File: src/rtl/config_mem_loader_if.sv
// config_mem_loader_if
//   Bundles the config-packet link from the router and the three config memory
//   write ports driven by the loader.
//   Link:    cfgData_i / cfgValid_i (router -> loader), cfgReady_o (loader -> router)
//   Control: errClr_i clears the sticky err_o; busy_o is high while a packet is in flight
//   Mem A:   wrEn_A_o, wrAddr_A_o, wrData_A_o  (STDP parameters)
//   Mem B:   wrEn_B_o, wrAddr_B_o, wrData_B_o  (neuron parameters)
//   Mem C:   wrEn_C_o, wrAddr_C_o, wrData_C_o  (per-axon learn mode bit)
//   Modports: master = router/environment side, slave = loader side.
interface config_mem_loader_if #(
    parameter int DSIZE              = 16,
    parameter int NURN_CNT_BIT_WIDTH = 8,
    parameter int AXON_CNT_BIT_WIDTH = 8,
    parameter int STDP_WIN_BIT_WIDTH = 8,
    parameter int AER_BIT_WIDTH      = 32
);
    localparam int WA     = 2*STDP_WIN_BIT_WIDTH + 2*DSIZE + 1;
    localparam int WB     = 2 + 2*DSIZE + AER_BIT_WIDTH;
    localparam int ADDR_W = NURN_CNT_BIT_WIDTH + AXON_CNT_BIT_WIDTH;

    logic [AER_BIT_WIDTH-1:0]      cfgData_i;
    logic                          cfgValid_i;
    logic                          cfgReady_o;
    logic                          errClr_i;
    logic                          wrEn_A_o;
    logic [NURN_CNT_BIT_WIDTH-1:0] wrAddr_A_o;
    logic [WA-1:0]                 wrData_A_o;
    logic                          wrEn_B_o;
    logic [NURN_CNT_BIT_WIDTH-1:0] wrAddr_B_o;
    logic [WB-1:0]                 wrData_B_o;
    logic                          wrEn_C_o;
    logic [ADDR_W-1:0]             wrAddr_C_o;
    logic                          wrData_C_o;
    logic                          busy_o;
    logic                          err_o;

    modport master (
        output cfgData_i, cfgValid_i, errClr_i,
        input  cfgReady_o, busy_o, err_o,
        input  wrEn_A_o, wrAddr_A_o, wrData_A_o,
        input  wrEn_B_o, wrAddr_B_o, wrData_B_o,
        input  wrEn_C_o, wrAddr_C_o, wrData_C_o
    );

    modport slave (
        input  cfgData_i, cfgValid_i, errClr_i,
        output cfgReady_o, busy_o, err_o,
        output wrEn_A_o, wrAddr_A_o, wrData_A_o,
        output wrEn_B_o, wrAddr_B_o, wrData_B_o,
        output wrEn_C_o, wrAddr_C_o, wrData_C_o
    );
endinterface

File: src/rtl/config_mem_loader.sv
// config_mem_loader
//   Runtime loader for the neuron config memories. Takes a header beat plus
//   NBEAT_x data beats over a valid/ready link, assembles them into one memory
//   word and issues a single one-cycle write to memory A, B or C.
//   Ports:
//     clk_i  clock
//     rst_i  asynchronous reset, active-high
//     cfg    config_mem_loader_if.slave (packet link, error control, write ports)
//
//   state | meaning
//   ------+-------------------------------------------------------------
//   IDLE  | waiting for a header beat; ready high
//   DATA  | collecting data beats of the current packet; ready high
//   WRITE | one cycle with the selected write strobe high; ready low
module config_mem_loader #(
    parameter int NUM_NURNS          = 256,
    parameter int NUM_AXONS          = 256,
    parameter int DSIZE              = 16,
    parameter int NURN_CNT_BIT_WIDTH = 8,
    parameter int AXON_CNT_BIT_WIDTH = 8,
    parameter int STDP_WIN_BIT_WIDTH = 8,
    parameter int AER_BIT_WIDTH      = 32
) (
    input  logic               clk_i,
    input  logic               rst_i,
    config_mem_loader_if.slave cfg
);
    localparam int ADDR_W    = NURN_CNT_BIT_WIDTH + AXON_CNT_BIT_WIDTH;
    localparam int WA        = 2*STDP_WIN_BIT_WIDTH + 2*DSIZE + 1;
    localparam int WB        = 2 + 2*DSIZE + AER_BIT_WIDTH;
    localparam int NBEAT_A   = (WA + AER_BIT_WIDTH - 1) / AER_BIT_WIDTH;
    localparam int NBEAT_B   = (WB + AER_BIT_WIDTH - 1) / AER_BIT_WIDTH;
    localparam int NBEAT_MAX = (NBEAT_A > NBEAT_B) ? NBEAT_A : NBEAT_B;
    localparam int ASM_W     = NBEAT_MAX * AER_BIT_WIDTH;
    localparam int CNT_W     = $clog2(NBEAT_MAX + 1);

    // One extra bit so NUM_NURNS*NUM_AXONS itself is representable.
    localparam logic [ADDR_W:0] NURN_LIMIT = (ADDR_W+1)'(NUM_NURNS);
    localparam logic [ADDR_W:0] C_LIMIT    = (ADDR_W+1)'(NUM_NURNS * NUM_AXONS);

    localparam logic [1:0] SEL_A = 2'd0;
    localparam logic [1:0] SEL_B = 2'd1;
    localparam logic [1:0] SEL_C = 2'd2;
    localparam logic [1:0] SEL_R = 2'd3;

    typedef enum logic [1:0] {IDLE, DATA, WRITE} state_t;

    state_t                        state_q, state_d;
    logic [1:0]                    sel_q, sel_d;
    logic [ADDR_W-1:0]             addr_q, addr_d;
    logic                          rng_err_q, rng_err_d;
    logic [CNT_W-1:0]              cnt_q, cnt_d;
    logic [ASM_W-1:0]              asm_q, asm_d;
    logic                          ready_q, ready_d;
    logic                          busy_q, busy_d;
    logic                          err_q, err_d;
    logic                          wr_en_a_q, wr_en_a_d;
    logic                          wr_en_b_q, wr_en_b_d;
    logic                          wr_en_c_q, wr_en_c_d;
    logic [NURN_CNT_BIT_WIDTH-1:0] wr_addr_a_q, wr_addr_a_d;
    logic [NURN_CNT_BIT_WIDTH-1:0] wr_addr_b_q, wr_addr_b_d;
    logic [ADDR_W-1:0]             wr_addr_c_q, wr_addr_c_d;
    logic [WA-1:0]                 wr_data_a_q, wr_data_a_d;
    logic [WB-1:0]                 wr_data_b_q, wr_data_b_d;
    logic                          wr_data_c_q, wr_data_c_d;

    logic                          xfer;
    logic [1:0]                    hdr_sel;
    logic [ADDR_W-1:0]             hdr_addr;
    logic                          hdr_ab_bad;
    logic                          hdr_c_bad;
    logic [CNT_W-1:0]              last_idx;
    logic                          set_err;
    logic                          unused_asm;

    assign xfer     = cfg.cfgValid_i & ready_q;
    assign hdr_sel  = cfg.cfgData_i[AER_BIT_WIDTH-1 -: 2];
    assign hdr_addr = cfg.cfgData_i[ADDR_W-1:0];

    // A/B only use the neuron field; any axon-field bit makes the header invalid.
    assign hdr_ab_bad = (hdr_addr[ADDR_W-1:NURN_CNT_BIT_WIDTH] != '0) ||
                        ({1'b0, hdr_addr} >= NURN_LIMIT);
    assign hdr_c_bad  = ({1'b0, hdr_addr} >= C_LIMIT);

    // Top assembly bits beyond WB never reach a memory port.
    assign unused_asm = ^asm_q;

    always_comb begin
        case (sel_q)
            SEL_A:   last_idx = CNT_W'(NBEAT_A - 1);
            SEL_B:   last_idx = CNT_W'(NBEAT_B - 1);
            default: last_idx = '0;
        endcase
    end

    always_comb begin
        state_d     = state_q;
        sel_d       = sel_q;
        addr_d      = addr_q;
        rng_err_d   = rng_err_q;
        cnt_d       = cnt_q;
        asm_d       = asm_q;
        wr_en_a_d   = 1'b0;
        wr_en_b_d   = 1'b0;
        wr_en_c_d   = 1'b0;
        wr_addr_a_d = wr_addr_a_q;
        wr_addr_b_d = wr_addr_b_q;
        wr_addr_c_d = wr_addr_c_q;
        wr_data_a_d = wr_data_a_q;
        wr_data_b_d = wr_data_b_q;
        wr_data_c_d = wr_data_c_q;
        set_err     = 1'b0;

        case (state_q)
            IDLE: begin
                if (xfer) begin
                    if (hdr_sel == SEL_R) begin
                        set_err = 1'b1;
                    end else begin
                        sel_d     = hdr_sel;
                        addr_d    = hdr_addr;
                        cnt_d     = '0;
                        asm_d     = '0;
                        rng_err_d = (hdr_sel == SEL_C) ? hdr_c_bad : hdr_ab_bad;
                        state_d   = DATA;
                    end
                end
            end
            DATA: begin
                if (xfer) begin
                    for (int i = 0; i < NBEAT_MAX; i++) begin
                        if (cnt_q == CNT_W'(i)) begin
                            asm_d[i*AER_BIT_WIDTH +: AER_BIT_WIDTH] = cfg.cfgData_i;
                        end
                    end
                    cnt_d = cnt_q + CNT_W'(1);
                    if (cnt_q == last_idx) begin
                        state_d = WRITE;
                        // Strobes are registered here so they sit high in the WRITE cycle.
                        if (rng_err_q) begin
                            set_err = 1'b1;
                        end else begin
                            case (sel_q)
                                SEL_A: begin
                                    wr_en_a_d   = 1'b1;
                                    wr_addr_a_d = addr_q[NURN_CNT_BIT_WIDTH-1:0];
                                    wr_data_a_d = asm_d[WA-1:0];
                                end
                                SEL_B: begin
                                    wr_en_b_d   = 1'b1;
                                    wr_addr_b_d = addr_q[NURN_CNT_BIT_WIDTH-1:0];
                                    wr_data_b_d = asm_d[WB-1:0];
                                end
                                default: begin
                                    wr_en_c_d   = 1'b1;
                                    wr_addr_c_d = addr_q;
                                    wr_data_c_d = asm_d[0];
                                end
                            endcase
                        end
                    end
                end
            end
            WRITE: begin
                state_d = IDLE;
            end
            default: begin
                state_d = IDLE;
            end
        endcase

        ready_d = (state_d != WRITE);
        busy_d  = (state_d != IDLE);
        // A set in the same cycle as a clear wins.
        err_d   = set_err ? 1'b1 : (cfg.errClr_i ? 1'b0 : err_q);
    end

    always_ff @(posedge clk_i or posedge rst_i) begin
        if (rst_i) begin
            state_q     <= IDLE;
            sel_q       <= '0;
            addr_q      <= '0;
            rng_err_q   <= 1'b0;
            cnt_q       <= '0;
            asm_q       <= '0;
            ready_q     <= 1'b0;
            busy_q      <= 1'b0;
            err_q       <= 1'b0;
            wr_en_a_q   <= 1'b0;
            wr_en_b_q   <= 1'b0;
            wr_en_c_q   <= 1'b0;
            wr_addr_a_q <= '0;
            wr_addr_b_q <= '0;
            wr_addr_c_q <= '0;
            wr_data_a_q <= '0;
            wr_data_b_q <= '0;
            wr_data_c_q <= 1'b0;
        end else begin
            state_q     <= state_d;
            sel_q       <= sel_d;
            addr_q      <= addr_d;
            rng_err_q   <= rng_err_d;
            cnt_q       <= cnt_d;
            asm_q       <= asm_d;
            ready_q     <= ready_d;
            busy_q      <= busy_d;
            err_q       <= err_d;
            wr_en_a_q   <= wr_en_a_d;
            wr_en_b_q   <= wr_en_b_d;
            wr_en_c_q   <= wr_en_c_d;
            wr_addr_a_q <= wr_addr_a_d;
            wr_addr_b_q <= wr_addr_b_d;
            wr_addr_c_q <= wr_addr_c_d;
            wr_data_a_q <= wr_data_a_d;
            wr_data_b_q <= wr_data_b_d;
            wr_data_c_q <= wr_data_c_d;
        end
    end

    assign cfg.cfgReady_o = ready_q;
    assign cfg.busy_o     = busy_q;
    assign cfg.err_o      = err_q;
    assign cfg.wrEn_A_o   = wr_en_a_q;
    assign cfg.wrAddr_A_o = wr_addr_a_q;
    assign cfg.wrData_A_o = wr_data_a_q;
    assign cfg.wrEn_B_o   = wr_en_b_q;
    assign cfg.wrAddr_B_o = wr_addr_b_q;
    assign cfg.wrData_B_o = wr_data_b_q;
    assign cfg.wrEn_C_o   = wr_en_c_q;
    assign cfg.wrAddr_C_o = wr_addr_c_q;
    assign cfg.wrData_C_o = wr_data_c_q;
endmodule

File: src/flat_wrapper.sv
// flat-port wrapper written by rule: the top's interface ports become plain ports
module config_mem_loader_flat 
#(
    parameter int NUM_NURNS          = 256,
    parameter int NUM_AXONS          = 256,
    parameter int DSIZE              = 16,
    parameter int NURN_CNT_BIT_WIDTH = 8,
    parameter int AXON_CNT_BIT_WIDTH = 8,
    parameter int STDP_WIN_BIT_WIDTH = 8,
    parameter int AER_BIT_WIDTH      = 32
)
  (clk_i, rst_i, cfg_cfgData_i, cfg_cfgValid_i, cfg_errClr_i, cfg_cfgReady_o, cfg_busy_o, cfg_err_o, cfg_wrEn_A_o, cfg_wrAddr_A_o, cfg_wrData_A_o, cfg_wrEn_B_o, cfg_wrAddr_B_o, cfg_wrData_B_o, cfg_wrEn_C_o, cfg_wrAddr_C_o, cfg_wrData_C_o);
  config_mem_loader_if #(.DSIZE(DSIZE), .NURN_CNT_BIT_WIDTH(NURN_CNT_BIT_WIDTH), .AXON_CNT_BIT_WIDTH(AXON_CNT_BIT_WIDTH), .STDP_WIN_BIT_WIDTH(STDP_WIN_BIT_WIDTH), .AER_BIT_WIDTH(AER_BIT_WIDTH)) cfg_i ();
  input  logic clk_i;
  input  logic rst_i;
  input wire logic [$bits(cfg_i.cfgData_i)-1:0] cfg_cfgData_i;
  input wire logic [$bits(cfg_i.cfgValid_i)-1:0] cfg_cfgValid_i;
  input wire logic [$bits(cfg_i.errClr_i)-1:0] cfg_errClr_i;
  output wire logic [$bits(cfg_i.cfgReady_o)-1:0] cfg_cfgReady_o;
  output wire logic [$bits(cfg_i.busy_o)-1:0] cfg_busy_o;
  output wire logic [$bits(cfg_i.err_o)-1:0] cfg_err_o;
  output wire logic [$bits(cfg_i.wrEn_A_o)-1:0] cfg_wrEn_A_o;
  output wire logic [$bits(cfg_i.wrAddr_A_o)-1:0] cfg_wrAddr_A_o;
  output wire logic [$bits(cfg_i.wrData_A_o)-1:0] cfg_wrData_A_o;
  output wire logic [$bits(cfg_i.wrEn_B_o)-1:0] cfg_wrEn_B_o;
  output wire logic [$bits(cfg_i.wrAddr_B_o)-1:0] cfg_wrAddr_B_o;
  output wire logic [$bits(cfg_i.wrData_B_o)-1:0] cfg_wrData_B_o;
  output wire logic [$bits(cfg_i.wrEn_C_o)-1:0] cfg_wrEn_C_o;
  output wire logic [$bits(cfg_i.wrAddr_C_o)-1:0] cfg_wrAddr_C_o;
  output wire logic [$bits(cfg_i.wrData_C_o)-1:0] cfg_wrData_C_o;
  assign cfg_i.cfgData_i = cfg_cfgData_i;
  assign cfg_i.cfgValid_i = cfg_cfgValid_i;
  assign cfg_i.errClr_i = cfg_errClr_i;
  assign cfg_cfgReady_o = cfg_i.cfgReady_o;
  assign cfg_busy_o = cfg_i.busy_o;
  assign cfg_err_o = cfg_i.err_o;
  assign cfg_wrEn_A_o = cfg_i.wrEn_A_o;
  assign cfg_wrAddr_A_o = cfg_i.wrAddr_A_o;
  assign cfg_wrData_A_o = cfg_i.wrData_A_o;
  assign cfg_wrEn_B_o = cfg_i.wrEn_B_o;
  assign cfg_wrAddr_B_o = cfg_i.wrAddr_B_o;
  assign cfg_wrData_B_o = cfg_i.wrData_B_o;
  assign cfg_wrEn_C_o = cfg_i.wrEn_C_o;
  assign cfg_wrAddr_C_o = cfg_i.wrAddr_C_o;
  assign cfg_wrData_C_o = cfg_i.wrData_C_o;
  config_mem_loader #(.NUM_NURNS(NUM_NURNS), .NUM_AXONS(NUM_AXONS), .DSIZE(DSIZE), .NURN_CNT_BIT_WIDTH(NURN_CNT_BIT_WIDTH), .AXON_CNT_BIT_WIDTH(AXON_CNT_BIT_WIDTH), .STDP_WIN_BIT_WIDTH(STDP_WIN_BIT_WIDTH), .AER_BIT_WIDTH(AER_BIT_WIDTH)) u_core (.clk_i(clk_i), .rst_i(rst_i), .cfg(cfg_i));
endmodule
File: config.mk
export PLATFORM = sky130hd
export DESIGN_NAME = config_mem_loader_flat
export DESIGN_NICKNAME = d
export VERILOG_FILES = /design/src/rtl/config_mem_loader_if.sv /design/src/rtl/config_mem_loader.sv /design/src/flat_wrapper.sv
export SDC_FILE = /design/constraint.sdc
export NUM_CORES = 1
export LEC_CHECK = 0
export BUFFER_PORTS_ARGS = -buffer_cell sky130_fd_sc_hd__buf_2
export CAP_MARGIN = 20
export CORE_MARGIN = 5
export CORE_UTILIZATION = 51
export DETAILED_ROUTE_END_ITERATION = 16
export HOLD_SLACK_MARGIN = 0.05
export MAX_ROUTING_LAYER = met4
export PLACE_DENSITY = 0.74
export SETUP_SLACK_MARGIN = 0.02
export SYNTH_ARGS = -nofsm -noshare
export SYNTH_HDL_FRONTEND = slang
export SYNTH_SLANG_ARGS = --single-unit
File: constraint.sdc
create_clock -name clk_i -period 7.7 [get_ports clk_i]
set_input_delay 0.385 -clock clk_i [delete_from_list [all_inputs] [get_ports clk_i]]
set_output_delay 0.385 -clock clk_i [all_outputs]
set_load 0.005 [all_outputs]
==> results.md <==
* Number of antenna violations at the first check in global routing at 1
* Post-cts resize count at 0
* Antenna violation net count after detailed routing at 0
* Yosys synthesis warning count at 0
* Post-synth EDFFs at 0
* Count of state elements after synthesis at 243
* Number of maximum-capacitance constraint violations at 0
* Power share of the clock group at 0.230
* Commonest non-fill, non-tap cells in the layout: dfrtp_1 (243), buf_2 (189), mux2_2 (176), nand2_1 (120), o21ai_0 (60)
* Vias in the first global route at 6466
* Sequential power share at 0.414
* Count of buffers inserted at the top-level ports at 189
* Register clock-pin slew on the reported worst setup and hold paths at 0.06 ns
* Launching instance or port of the critical path: u_core.cnt_q[1]$_DFFE_PP0P_
* Cell types occupying the most area after synthesis: dfrtp_1 (59%), mux2_2 (19%), mux2_4 (8.2%), nand2_1 (4.4%), o21ai_0 (2.9%)
* CP endpoint kind: flip-flop
* Number of nets in the synthesized netlist at 787
* Synthesized netlist cell count at 748
* Relative max-transition margin at 0.291
* Status: complete, no violations
* Worst Setup Start Kind: flip-flop
* CORE AREA at 0.0196 mm2
* Number of top-level pins at 190
* Final RePlAce weighted congestion at 0.780
* Clock net sink count at 243
* Number of rows created at floorplan at 51
* Final Max Slew Viols at 0
* Start of the worst register-to-register path: u_core.cnt_q[1]$_DFFE_PP0P_
* Effective utilization at floorplan at 0.522
* Biggest area consumer among synthesized cells: dfrtp_1
* Gate power share at 0.356
* Unrepaired setup endpoints after global routing: no
* Grt total ovfl at 0
* Post-layout net count at 964
* Final routed wirelength across all metal layers at 22.5 mm
* Area of the multi-input gates at 0.00389 mm2
* Critical path arrival at 3.48 ns
* Pin count of the biggest net entering global routing at 136
* Clock latency at the later pin of the worst-skew pair at 0.51 ns
* Hold slack final at 0.0754 ns
* Share of total power consumed by net switching at 0.320
* Number of hold violations in the final report at 0
* Max Clock Skew at 0.0119 ns
* Vias per Instance at 5.25
* Leak pwr at 0.00637 uW
* Proportion of synthesized chip area in sequential cells at 0.594
* Die H at 152 um
* Required time of the critical path at 8.08 ns
* Average footprint of a synthesized cell at 13.7 um2
* Class of the tightest hold or removal check: input port to asynchronous set/reset pin
* Post-route DRC at 0
* Critical-path maximum fanout at 58
* Final total negative setup slack at 0 ns
* Global Route Usage Sum at 0.202
* Cell at the root of the clock tree: clkbuf_16
* Area of the die at 0.0230 mm2
* Highest clock rate at 323 MHz
* Number of filler instances in the final layout at 1534
* Part of the cycle the worst path needs at 0.402
* Layout Area Growth over Synthesis at 19.0%
* Most common cell after layout, fill and taps aside: dfrtp_1
* Worst r2r dst: u_core.cfg.wrData_B_o[7]$_DFFE_PP0P_
* Area fraction of the dominant cell type after synthesis at 0.594
* 1st-iter DRT viols at 314
* Predominant post-synthesis flop cell: dfrtp_1
* Initial DRT Pass Iterations at 4
* Total power per unit cell area at 425 mW/mm2
* Worst-case register-to-register setup slack at 4.60 ns
* Average routed wire per standard cell at 18.6 um
* Number of library cell types mapped by synthesis at 31
* Num CTS Buffers at 25
* Share of cells above drive strength 1 at 0.504
* Shortest period the worst path allows at 3.10 ns
* Critical path start-end classification: flip-flop to flip-flop
* FF/Latch Area at 0.00608 mm2
* Tightest Pin Transition at 1.06 ns
* Number of vias in the routed layout at 6344
* Wire length of the first global-routing pass at 35.8 mm
* H-tree Lvls at 1
* Chip Width at 152 um
* Worst reg-to-reg path cell count at 5
* CTS tree: yes
* Clock Tree Buf Depth at 3
* Internal power at 3520 uW
* Worst IR drop on VDD at 0.000229 V
* Final HPWL from detailed placement at 14.6 mm
* Final count of negative-setup-slack endpoints at 0
* Proportion of register bits with asynchronous set or reset after synthesis at 1.00
* Switching component of the power at 1650 uW
* Post-synthesis instance area at 0.0102 mm2
timing repair:
action	in CTS	in global routing
hold buffers	1	0
hold endpoints to repair	1	0
buffers inserted	0	0
setup endpoints to repair	0	0
critical path: stages, from the launching register on:
cell and delay [ns]:
dfrtp_1 0.43, or4b_1 0.57, a31o_2 0.29, or4b_4 0.71, buf_4 0.53, mux2_4 0.43
kinds of logic (layout without fill, tap and decap cells):
family,Yosys count,count (layout),share of synthesized area
AND/OR/NAND/NOR,137,137,0.0554
buffers and inverters,55,250,0.0274
flip-flops,243,243,0.594
adder cells (fa/ha/maj),3,3,0.00367
AO/OA/AOI/OAI,78,78,0.0434
multiplexers,232,232,0.276
other,0,1,0
how the worst max path moves through the flow:
stage,to,slack [ns],cells after the start
6_report,u_core.cfg.wrData_B_o[7]$_DFFE_PP0P_,4.60,5
5_1_grt,u_core.cfg.wrData_B_o[9]$_DFFE_PP0P_,4.54,5
4_1_cts,u_core.cfg.wrData_B_o[7]$_DFFE_PP0P_,4.60,5
3_5_place_dp,u_core.cfg.wrData_B_o[7]$_DFFE_PP0P_,4.62,5
3_3_place_gp,u_core.cfg.wrData_B_o[7]$_DFFE_PP0P_,4.67,5
2_1_floorplan,u_core.addr_q[0]$_DFFE_PP0P_,0.64,1
routing by layer:
metal | up-vias | wire length, um | track usage
met1 | 3219 | 10400 | 0.286
met5 | - | 0 | -
li1 | 2942 | - | -
met2 | 157 | 10400 | 0.311
met4 | 0 | 327 | 0.0386
met3 | 26 | 1360 | 0.0360
power by group through the flow:
stage                     combinational [uW]  clock [uW]  sequential (uW)
final                                   1840        1190             2140
after global routing                    2040        1270             2210
after CTS                               1860        1220             2140
after detailed placement                1860           0             2150
after global placement                  1800           0             2130
after floorplan                         1200           0             2120
stage by stage:
step / util / setup slack (ns) / cells / total power, uW / instance area [um2]
after floorplan: - / 0.642 / 748 / 3320 / 10200
after global placement: 0.578 / 4.67 / 1161 / 3940 / 11300
after detailed placement: 0.578 / 4.62 / 1161 / 4010 / 11300
after CTS: 0.620 / 4.60 / 1207 / 5220 / 12200
after global routing: 0.622 / 4.54 / 1209 / 5520 / 12200
final: 0.622 / 4.60 / 1209 / 5180 / 12200
registers in the layout, indices dropped and copies added (netlist names):
| name | count |
|---|---|
| u_core.cfg.cfgReady_o | 1 |
| u_core.addr_q | 16 |
| u_core.cfg.wrData_C_o | 1 |
| u_core.asm_q | 66 |
| u_core.rng_err_q | 1 |
| u_core.cfg.wrEn_A_o | 1 |
| u_core.cfg.busy_o | 1 |
| u_core.cnt_q | 2 |
| u_core.state_q | 2 |
| u_core.cfg.wrEn_B_o | 1 |
| u_core.cfg.wrData_A_o | 49 |
| u_core.sel_q | 2 |
| u_core.cfg.wrAddr_C_o | 16 |
| u_core.cfg.err_o | 1 |
| u_core.cfg.wrAddr_A_o | 8 |
| u_core.cfg.wrAddr_B_o | 8 |
| u_core.cfg.wrData_B_o | 66 |
| u_core.cfg.wrEn_C_o | 1 |
area by class of cell:
class,count,share of cell area
Antenna cell,1,0.000205
Clock buffer,38,0.0619
Clock inverter,7,0.00493
Inverter,9,0.00339
Multi-Input combinational cell,450,0.319
Sequential cell,243,0.499
Tap cell,265,0.0272
Timing Repair Buffer,196,0.0838
cells in the mapped netlist (all sizes together) (3+ instances only):
cell type / instances
clkbuf: 25
buf: 21
o21ai: 60
dfrtp: 243
nor2: 5
a22o: 8
mux2: 232
a21oi: 3
ha: 3
nand2: 120
inv: 9
Power figures use the tool's default switching activity.
